--- src/rtl/ctrl_pkg.sv ---
// Shared control-path definitions: opcodes, ALUOp encodings, stage bundle widths
// and the bubble value loaded into a stage register on stall, flush or reset.
package ctrl_pkg;

    localparam logic [5:0] OP_R    = 6'b000000;
    localparam logic [5:0] OP_LW   = 6'b100011;
    localparam logic [5:0] OP_SW   = 6'b101011;
    localparam logic [5:0] OP_BEQ  = 6'b000100;
    localparam logic [5:0] OP_ADDI = 6'b001000;

    localparam logic [1:0] ALUOP_ADD   = 2'b00;
    localparam logic [1:0] ALUOP_SUB   = 2'b01;
    localparam logic [1:0] ALUOP_FUNCT = 2'b10;

    // Control bits per stage; the destination register is appended by the user.
    // ID/EX:  reg_dst, branch, mem_read, mem_to_reg, alu_op[1:0], mem_write, alu_src, reg_write
    // EX/MEM: mem_read, mem_write, mem_to_reg, reg_write
    // MEM/WB: mem_to_reg, reg_write
    localparam int IDEX_CTRL_W  = 9;
    localparam int EXMEM_CTRL_W = 4;
    localparam int MEMWB_CTRL_W = 2;

    localparam logic BUBBLE_BIT = 1'b0;

endpackage

--- src/rtl/ctrl_stage_reg.sv ---
// One pipeline control register; rst or bubble loads the nop bundle.
module ctrl_stage_reg
    import ctrl_pkg::*;
#(
    parameter int W = 8
) (
    input  logic         clk,
    input  logic         rst,
    input  logic         bubble,
    input  logic [W-1:0] d,
    output logic [W-1:0] q
);

    always_ff @(posedge clk) begin
        if (rst || bubble) q <= {W{BUBBLE_BIT}};
        else               q <= d;
    end

endmodule

--- src/rtl/ctrl_pipe_hazard.sv ---
// Carries decoded control down ID/EX, EX/MEM, MEM/WB; stalls on load-use,
// flushes on a taken branch resolved in EX, and counts both events.
module ctrl_pipe_hazard
    import ctrl_pkg::*;
#(
    parameter int CNT_W  = 16,
    parameter int REG_AW = 5
) (
    input  logic              clk,
    input  logic              rst,
    input  logic              id_valid,
    input  logic              id_reg_dst,
    input  logic              id_branch,
    input  logic              id_mem_read,
    input  logic              id_mem_to_reg,
    input  logic [1:0]        id_alu_op,
    input  logic              id_mem_write,
    input  logic              id_alu_src,
    input  logic              id_reg_write,
    input  logic [REG_AW-1:0] id_rs,
    input  logic [REG_AW-1:0] id_rt,
    input  logic [REG_AW-1:0] id_rd,
    input  logic              ex_alu_zero,
    output logic              ex_reg_dst,
    output logic [1:0]        ex_alu_op,
    output logic              ex_alu_src,
    output logic              ex_branch,
    output logic              ex_mem_read,
    output logic              ex_mem_write,
    output logic [REG_AW-1:0] ex_dest,
    output logic              mem_mem_read,
    output logic              mem_mem_write,
    output logic              mem_mem_to_reg,
    output logic              mem_reg_write,
    output logic [REG_AW-1:0] mem_dest,
    output logic              wb_mem_to_reg,
    output logic              wb_reg_write,
    output logic [REG_AW-1:0] wb_dest,
    output logic              pc_write,
    output logic              if_id_write,
    output logic              if_id_flush,
    output logic [CNT_W-1:0]  stall_cnt,
    output logic [CNT_W-1:0]  flush_cnt
);

    localparam int IDEX_W  = IDEX_CTRL_W  + REG_AW;
    localparam int EXMEM_W = EXMEM_CTRL_W + REG_AW;
    localparam int MEMWB_W = MEMWB_CTRL_W + REG_AW;

    logic [REG_AW-1:0]  id_dest;
    logic               uses_rs, uses_rt, hz, bt;
    logic               ex_mem_to_reg, ex_reg_write;
    logic [IDEX_W-1:0]  idex_d, idex_q;
    logic [EXMEM_W-1:0] exmem_d, exmem_q;
    logic [MEMWB_W-1:0] memwb_d, memwb_q;

    assign id_dest = id_reg_dst ? id_rd : id_rt;
    assign uses_rs = id_valid;
    // rt is a source for R-type/beq (alu_src=0) and for sw (store data)
    assign uses_rt = id_valid & (~id_alu_src | id_mem_write);

    assign hz = ex_mem_read & (ex_dest != '0) &
                ((uses_rs & (ex_dest == id_rs)) | (uses_rt & (ex_dest == id_rt)));
    assign bt = ex_branch & ex_alu_zero;

    // A flush discards the ID instruction anyway, so it overrides the stall.
    assign if_id_flush = bt;
    assign pc_write    = bt | ~hz;
    assign if_id_write = bt | ~hz;

    assign idex_d = {id_reg_dst, id_branch, id_mem_read, id_mem_to_reg, id_alu_op,
                     id_mem_write, id_alu_src, id_reg_write, id_dest};
    assign {ex_reg_dst, ex_branch, ex_mem_read, ex_mem_to_reg, ex_alu_op,
            ex_mem_write, ex_alu_src, ex_reg_write, ex_dest} = idex_q;

    assign exmem_d = {ex_mem_read, ex_mem_write, ex_mem_to_reg, ex_reg_write, ex_dest};
    assign {mem_mem_read, mem_mem_write, mem_mem_to_reg, mem_reg_write, mem_dest} = exmem_q;

    assign memwb_d = {mem_mem_to_reg, mem_reg_write, mem_dest};
    assign {wb_mem_to_reg, wb_reg_write, wb_dest} = memwb_q;

    ctrl_stage_reg #(.W(IDEX_W)) u_idex (
        .clk(clk), .rst(rst), .bubble(bt | hz | ~id_valid), .d(idex_d), .q(idex_q)
    );

    ctrl_stage_reg #(.W(EXMEM_W)) u_exmem (
        .clk(clk), .rst(rst), .bubble(1'b0), .d(exmem_d), .q(exmem_q)
    );

    ctrl_stage_reg #(.W(MEMWB_W)) u_memwb (
        .clk(clk), .rst(rst), .bubble(1'b0), .d(memwb_d), .q(memwb_q)
    );

    always_ff @(posedge clk) begin
        if (rst) begin
            stall_cnt <= '0;
            flush_cnt <= '0;
        end else if (bt) begin
            if (flush_cnt != '1) flush_cnt <= flush_cnt + 1'b1;
        end else if (hz) begin
            if (stall_cnt != '1) stall_cnt <= stall_cnt + 1'b1;
        end
    end

endmodule
--- config.mk ---
export PLATFORM = sky130hd
export DESIGN_NAME = ctrl_pipe_hazard
export DESIGN_NICKNAME = d
export VERILOG_FILES = /design/src/rtl/ctrl_pkg.sv /design/src/rtl/ctrl_stage_reg.sv /design/src/rtl/ctrl_pipe_hazard.sv
export SDC_FILE = /design/constraint.sdc
export NUM_CORES = 1
export LEC_CHECK = 0
export ABC_CLOCK_PERIOD_IN_PS = 2200
export CAP_MARGIN = 0
export CORE_MARGIN = 8
export CORE_UTILIZATION = 45
export DETAILED_ROUTE_END_ITERATION = 10
export PLACE_DENSITY = 0.78
export SETUP_SLACK_MARGIN = 0.02
export SLEW_MARGIN = 40
export SYNTH_ARGS = -nofsm -noshare
export SYNTH_HDL_FRONTEND = slang
export SYNTH_HIERARCHICAL = 1
export SYNTH_SLANG_ARGS = --single-unit
--- constraint.sdc ---
create_clock -name clk -period 2.2 [get_ports clk]
set_input_delay 0.33 -clock clk [delete_from_list [all_inputs] [get_ports clk]]
set_output_delay 0.33 -clock clk [all_outputs]
set_load 0.01 [all_outputs]
# Word-level counts from Yosys, hierarchy flattened
# Cells that the tools add are included.
# word_totals
in_bits,28
register_bits,62
# classes
muxes,1
n_addsub,2
n_bitwise,15
eq_ne,4
n_reduce_logical,4
# op_table
op,count
adder 16 x 1 -> 16 bit (second input constant),2
inequality test 16 bit (second input constant),2
== test 5 bit,2
AND 1 bit,6
2-to-1 mux 5 bit,1
OR 1 bit,5
nonzero test 5 bit,1
inverter 1 bit,4
AND reduction 3 bit,1
AND reduction 2 bit,1
logical OR 1 bit,1

# Depth between registers and ports, before layout
# depth
word_depth,9
mapped_depth,8
mapped_depth_nobuf,6

# Hierarchy
# The synthesis kept the hierarchy.
# by_module_without_submodules
mod,n_inst,cells_per_inst,area_per_inst_um2,seq_area_each_um2
ctrl_pipe_hazard,1,225,1951.9,640.6
ctrl_stage_reg at u_idex,1,30,457.9,280.3
ctrl_stage_reg at u_exmem,1,20,315.3,180.2
ctrl_stage_reg at u_memwb,1,14,192.7,140.1

# Worst setup path before layout
# Ideal clock, no wire load.
# synth_path
path_type,register -> register
startpoint,register u_idex.q[0]
endpoint,register u_idex.q[10]
setup_slack_ns,0.132
t_required_ns,2.083
stages_incl_launch_ff,9
arrival_ns,1.951
path_buffers,3
path_cell_list,dfxtp_1 -> xor2_1 -> nor4_2 -> a22oi_2 -> buf_6 -> buf_2 -> o21ai_0 -> buf_6 -> nor3b_2
# synth_between
elab_chain_len,7
# synth_lines
item,line,text
"start, declared",ctrl_stage_reg.sv:11,output logic [W-1:0] q
"start signal, assigned",ctrl_stage_reg.sv:15,if (rst || bubble) q <= {W{BUBBLE_BIT}};
== test 5 bit,ctrl_pipe_hazard.sv:63,((uses_rs & (ex_dest == id_rs)) | (uses_rt & (ex_dest == id_rt)));
AND 1 bit,ctrl_pipe_hazard.sv:63,
OR 1 bit,ctrl_pipe_hazard.sv:63,
AND 1 bit *,ctrl_pipe_hazard.sv:62,assign hz = ex_mem_read & (ex_dest != '0) &
OR 1 bit * (2 in a row),ctrl_pipe_hazard.sv:83,".clk(clk), .rst(rst), .bubble(bt | hz | ~id_valid), .d(idex_d), .q(idex_q)"
logical OR 1 bit *,ctrl_stage_reg.sv:15,
# Mark *: on every way between the ends. The rest lies on a longest branch, timed or not.
# A chain may end at the register's enable or synchronous reset.

# Worst setup path after layout
# layout_path
startpoint,register u_idex.q[3]
endpoint,output if_id_write
# layout_between
elab_chain_len,6
# layout_lines
item,line,text
== test 5 bit,ctrl_pipe_hazard.sv:63,
AND 1 bit,ctrl_pipe_hazard.sv:63,
OR 1 bit,ctrl_pipe_hazard.sv:63,
AND 1 bit *,ctrl_pipe_hazard.sv:62,
inverter 1 bit *,ctrl_pipe_hazard.sv:69,assign if_id_write = bt | ~hz;
OR 1 bit *,ctrl_pipe_hazard.sv:69,
"end, declared",ctrl_pipe_hazard.sv:40,"output logic if_id_write,"
# Marks and branches as above.

==> results.md <==
- Layout cell share with drive strength beyond 1: 0.218
- Clk pin slew, worst setup/hold paths: about 0.080 ns
- Combinational Power Share: 0.097
- Worst setup margin: between 0.09 and 0.1 ns
- Total GRT Usage: 0.169
- Period Utilization, post-route: 0.956
- Fill cell count: 509
- CP max FO: 3
- Worst-margin pin slew: ~0.51 ns
- Place WS: -0.460 ns
- Wire per inst: between 15 and 20 um
- Clock tree buffer depth: 2
- Multi-input combinational cell area: roughly 1600 um2
- Finished Layout Cells: 486
- First-pass GRT wire length: 12.2 mm
- Post-Syn Area: 2920 um2
- Pwr/cell area: 562 nW/um2
- CTS Buf Count: 9
- Fin. max-slew vios: 0
- #FFs+latches synth: slightly above 60
- PnR Total Power: ~0.0024 W
- Slowest cell on crit path: or3_4
- Sequential area share after synthesis: 0.425
- Leakage dissipation: ~1.5 nW
- Die width: 96.5 um
- Dominant cell type by area after synthesis: dfxtp_1
- Initial antenna violation count: 0
- Initial Util: 0.462
- Post-CTS Hold Fix Bufs: 0
- R2R setup slack: around 0.22 ns
- Critical path arrival: ~1.8 ns
- Max frequency: about 0.48 GHz
- Post-Route WL: 7.53 mm
- Synth warn: 6
- Drt drc: 0
- Commonest non-fill, non-tap cells in the layout: clkdlybuf4s50_1, dfxtp_1, nor2_1
- Clock Skews: around 0.007 ns
- Crit path from: u_idex/q[3]
- Post-DP HPWL: 5.72 mm
- ANT cells: 0
- Clock Power Share: 0.420
- Hold Path Class: primary input to flip-flop
- RSZ-0062 raised after global routing: no
- Die Area: ~9300 um2
- Cell family with most CP delay: simple AND/OR/NAND/NOR gates
- Seq pwr share: 0.484
- Startpoint Class: flip-flop
- GRT overflow: 0
- Top cells by area, synth: dfxtp_1, nor3b_2, xor2_1
- DRT antenna net count: 0
- Top cell type's share of synthesized area: 0.425
- Slowest Stage Delay on Critical Path: ~0.38 ns
- Minimum clock period: 2.10 ns
- H-tree depth: 3
- Max Cap Viol: 0
- Dpl cells: between 400 and 500
- Post-DR vias/cell: roughly 5.3
- Yosys cell types: 52
- Largest net degree at the start of global routing: 27
- Sink Count: slightly above 60
- Port bufs: 90
- Number of I/O pins: 91
- WP data required: about 1.9 ns
- CP Capture Type: primary output
- Final Hold Viols: 0
- RD Place Congestion: 0.826
- Area Growth Syn to Fin: 44.9%
- First drt pass iteration count: 4
- NetSw: slightly below 0.0006 W
- CTS tree: yes
- Register Area: 1250 um2
- Syn avg cell area: between 10 and 15 um2
- DIE HEIGHT: between 90 and 100 um
- Switching share of total power: 0.249
- Worst Min Path Start: rst
- Outcome: complete, no violations
- WS Path Type: flip-flop to primary output
- Final net count: about 430
- P_int: ~0.0018 W
- Core area: 6310 um2
- Final setup violation count: 0
- Commonest non-fill, non-tap cell in the layout: clkdlybuf4s50_1
- Maximum vdd drop: 0.429 mV
- DR iter-0 viols: 75
- Clk root buf: clkbuf_8
- Number of global-route vias before repair: 2546
- Normalized max-slew margin: 0.661
- Clk_lat worst skew: ~0.33 ns
- Via count: around 2.6k
- Critical path buffer and inverter count: 1
- Cells after Synth: 289
- Setup TNS: 0 ns
- Worst r2r src: stall_cnt[2]
- CP Cell Sequence: xor2_1 -> nor4_2 -> a22oi_2 -> or3_4 -> buf_6
- # rows: 29
power groups by stage:
| stage | clock network (W) | logic [W] | registers (W) |
|---|---|---|---|
| 2_1_floorplan | 0 | 0.000100 | 0.00118 |
| 3_3_place_gp | 0 | 0.000225 | 0.00117 |
| 3_5_place_dp | 0 | 0.000228 | 0.00118 |
| 4_1_cts | 0.00102 | 0.000230 | 0.00115 |
| 5_1_grt | 0.00107 | 0.000247 | 0.00115 |
| 6_report | 0.000997 | 0.000229 | 0.00115 |
cell usage after synthesis, drive strengths merged:
cell type and count:
or4 9, inv 8, nor3 7, o211ai 6, nor3b 30, a211oi 1, nand3 13, nand4b 1
a21oi 10, a22oi 1, mux2 9, ha 2, buf 8, o21ai 3, nand4 13, nor4 6
o221a 2, nor2 28, and2 1, nor2b 4, o2111ai 2, xnor2 3, dfxtp 62, a21bo 1
conb 1, o21a 3, o31a 2, nor4b 1, mux2i 2, or2 1, xor2 21, clkbuf 5
o31ai 7, or3 3, nand2 12, and3 1
routing by layer:
layer  track usage  up-vias  share of wire
met2         0.272       80           0.46
li1              -     1276              -
met3        0.0564       10          0.088
met1         0.198     1219           0.43
met5             0        -              0
met4        0.0807        0          0.018
repair_timing:
action,in CTS,in global routing
setup endpoints to repair,2,8
pin swaps,3,3
resized for setup,17,5
setup buffers,1,0
worst register-to-register path, stage by stage (launching register included):
cell      delay, ns
dfxtp_1        0.48
nand4_4        0.17
nor4_2         0.36
o211ai_1       0.25
nor4_2         0.28
mux2_1         0.34
through the flow:
stage	hold WS (ns)	instance area (um2)	utilization
finish	0.455	4230	0.669
global route	0.467	4230	0.669
CTS	0.447	4220	0.668
detailed placement	0.461	4010	0.635
global placement	0.448	4010	0.635
floorplan	0.406	2940	-
sequential cells by signal (all words and copies together), names as in the netlist:
| signal | cells |
|---|---|
| u_idex/q | 14 |
| flush_cnt | 16 |
| u_exmem/q | 9 |
| u_memwb/q | 7 |
| stall_cnt | 16 |
final cells by class:
cell class | count | area share
multi-input cells | 213 | 0.377
clock buffers | 9 | 0.0293
clock inverters | 7 | 0.0178
well taps | 77 | 0.0228
flip-flops and latches | 62 | 0.295
inverters | 8 | 0.00710
repair buffers | 110 | 0.251
final timing paths:
kind | end | cells past startpoint
max | if_id_write | 5
min | flush_cnt[3] | 2
max reg2reg | stall_cnt[15] | 5
min reg2reg | u_exmem/q[6] | 1
kinds of logic (layout without fill, tap and decap cells):
family          Yosys count  in the layout  share of synthesized area
mux                      11             11                     0.0442
xor+xnor                 24             24                     0.0720
other cells               1              8                    0.00129
buf+inv                  21            134                     0.0420
simple gates            130            130                      0.313
fa+ha+maj                 2              2                    0.00857
flops                    62             62                      0.425
compound gates           38             38                     0.0939
(Power assumes the default switching activity.)
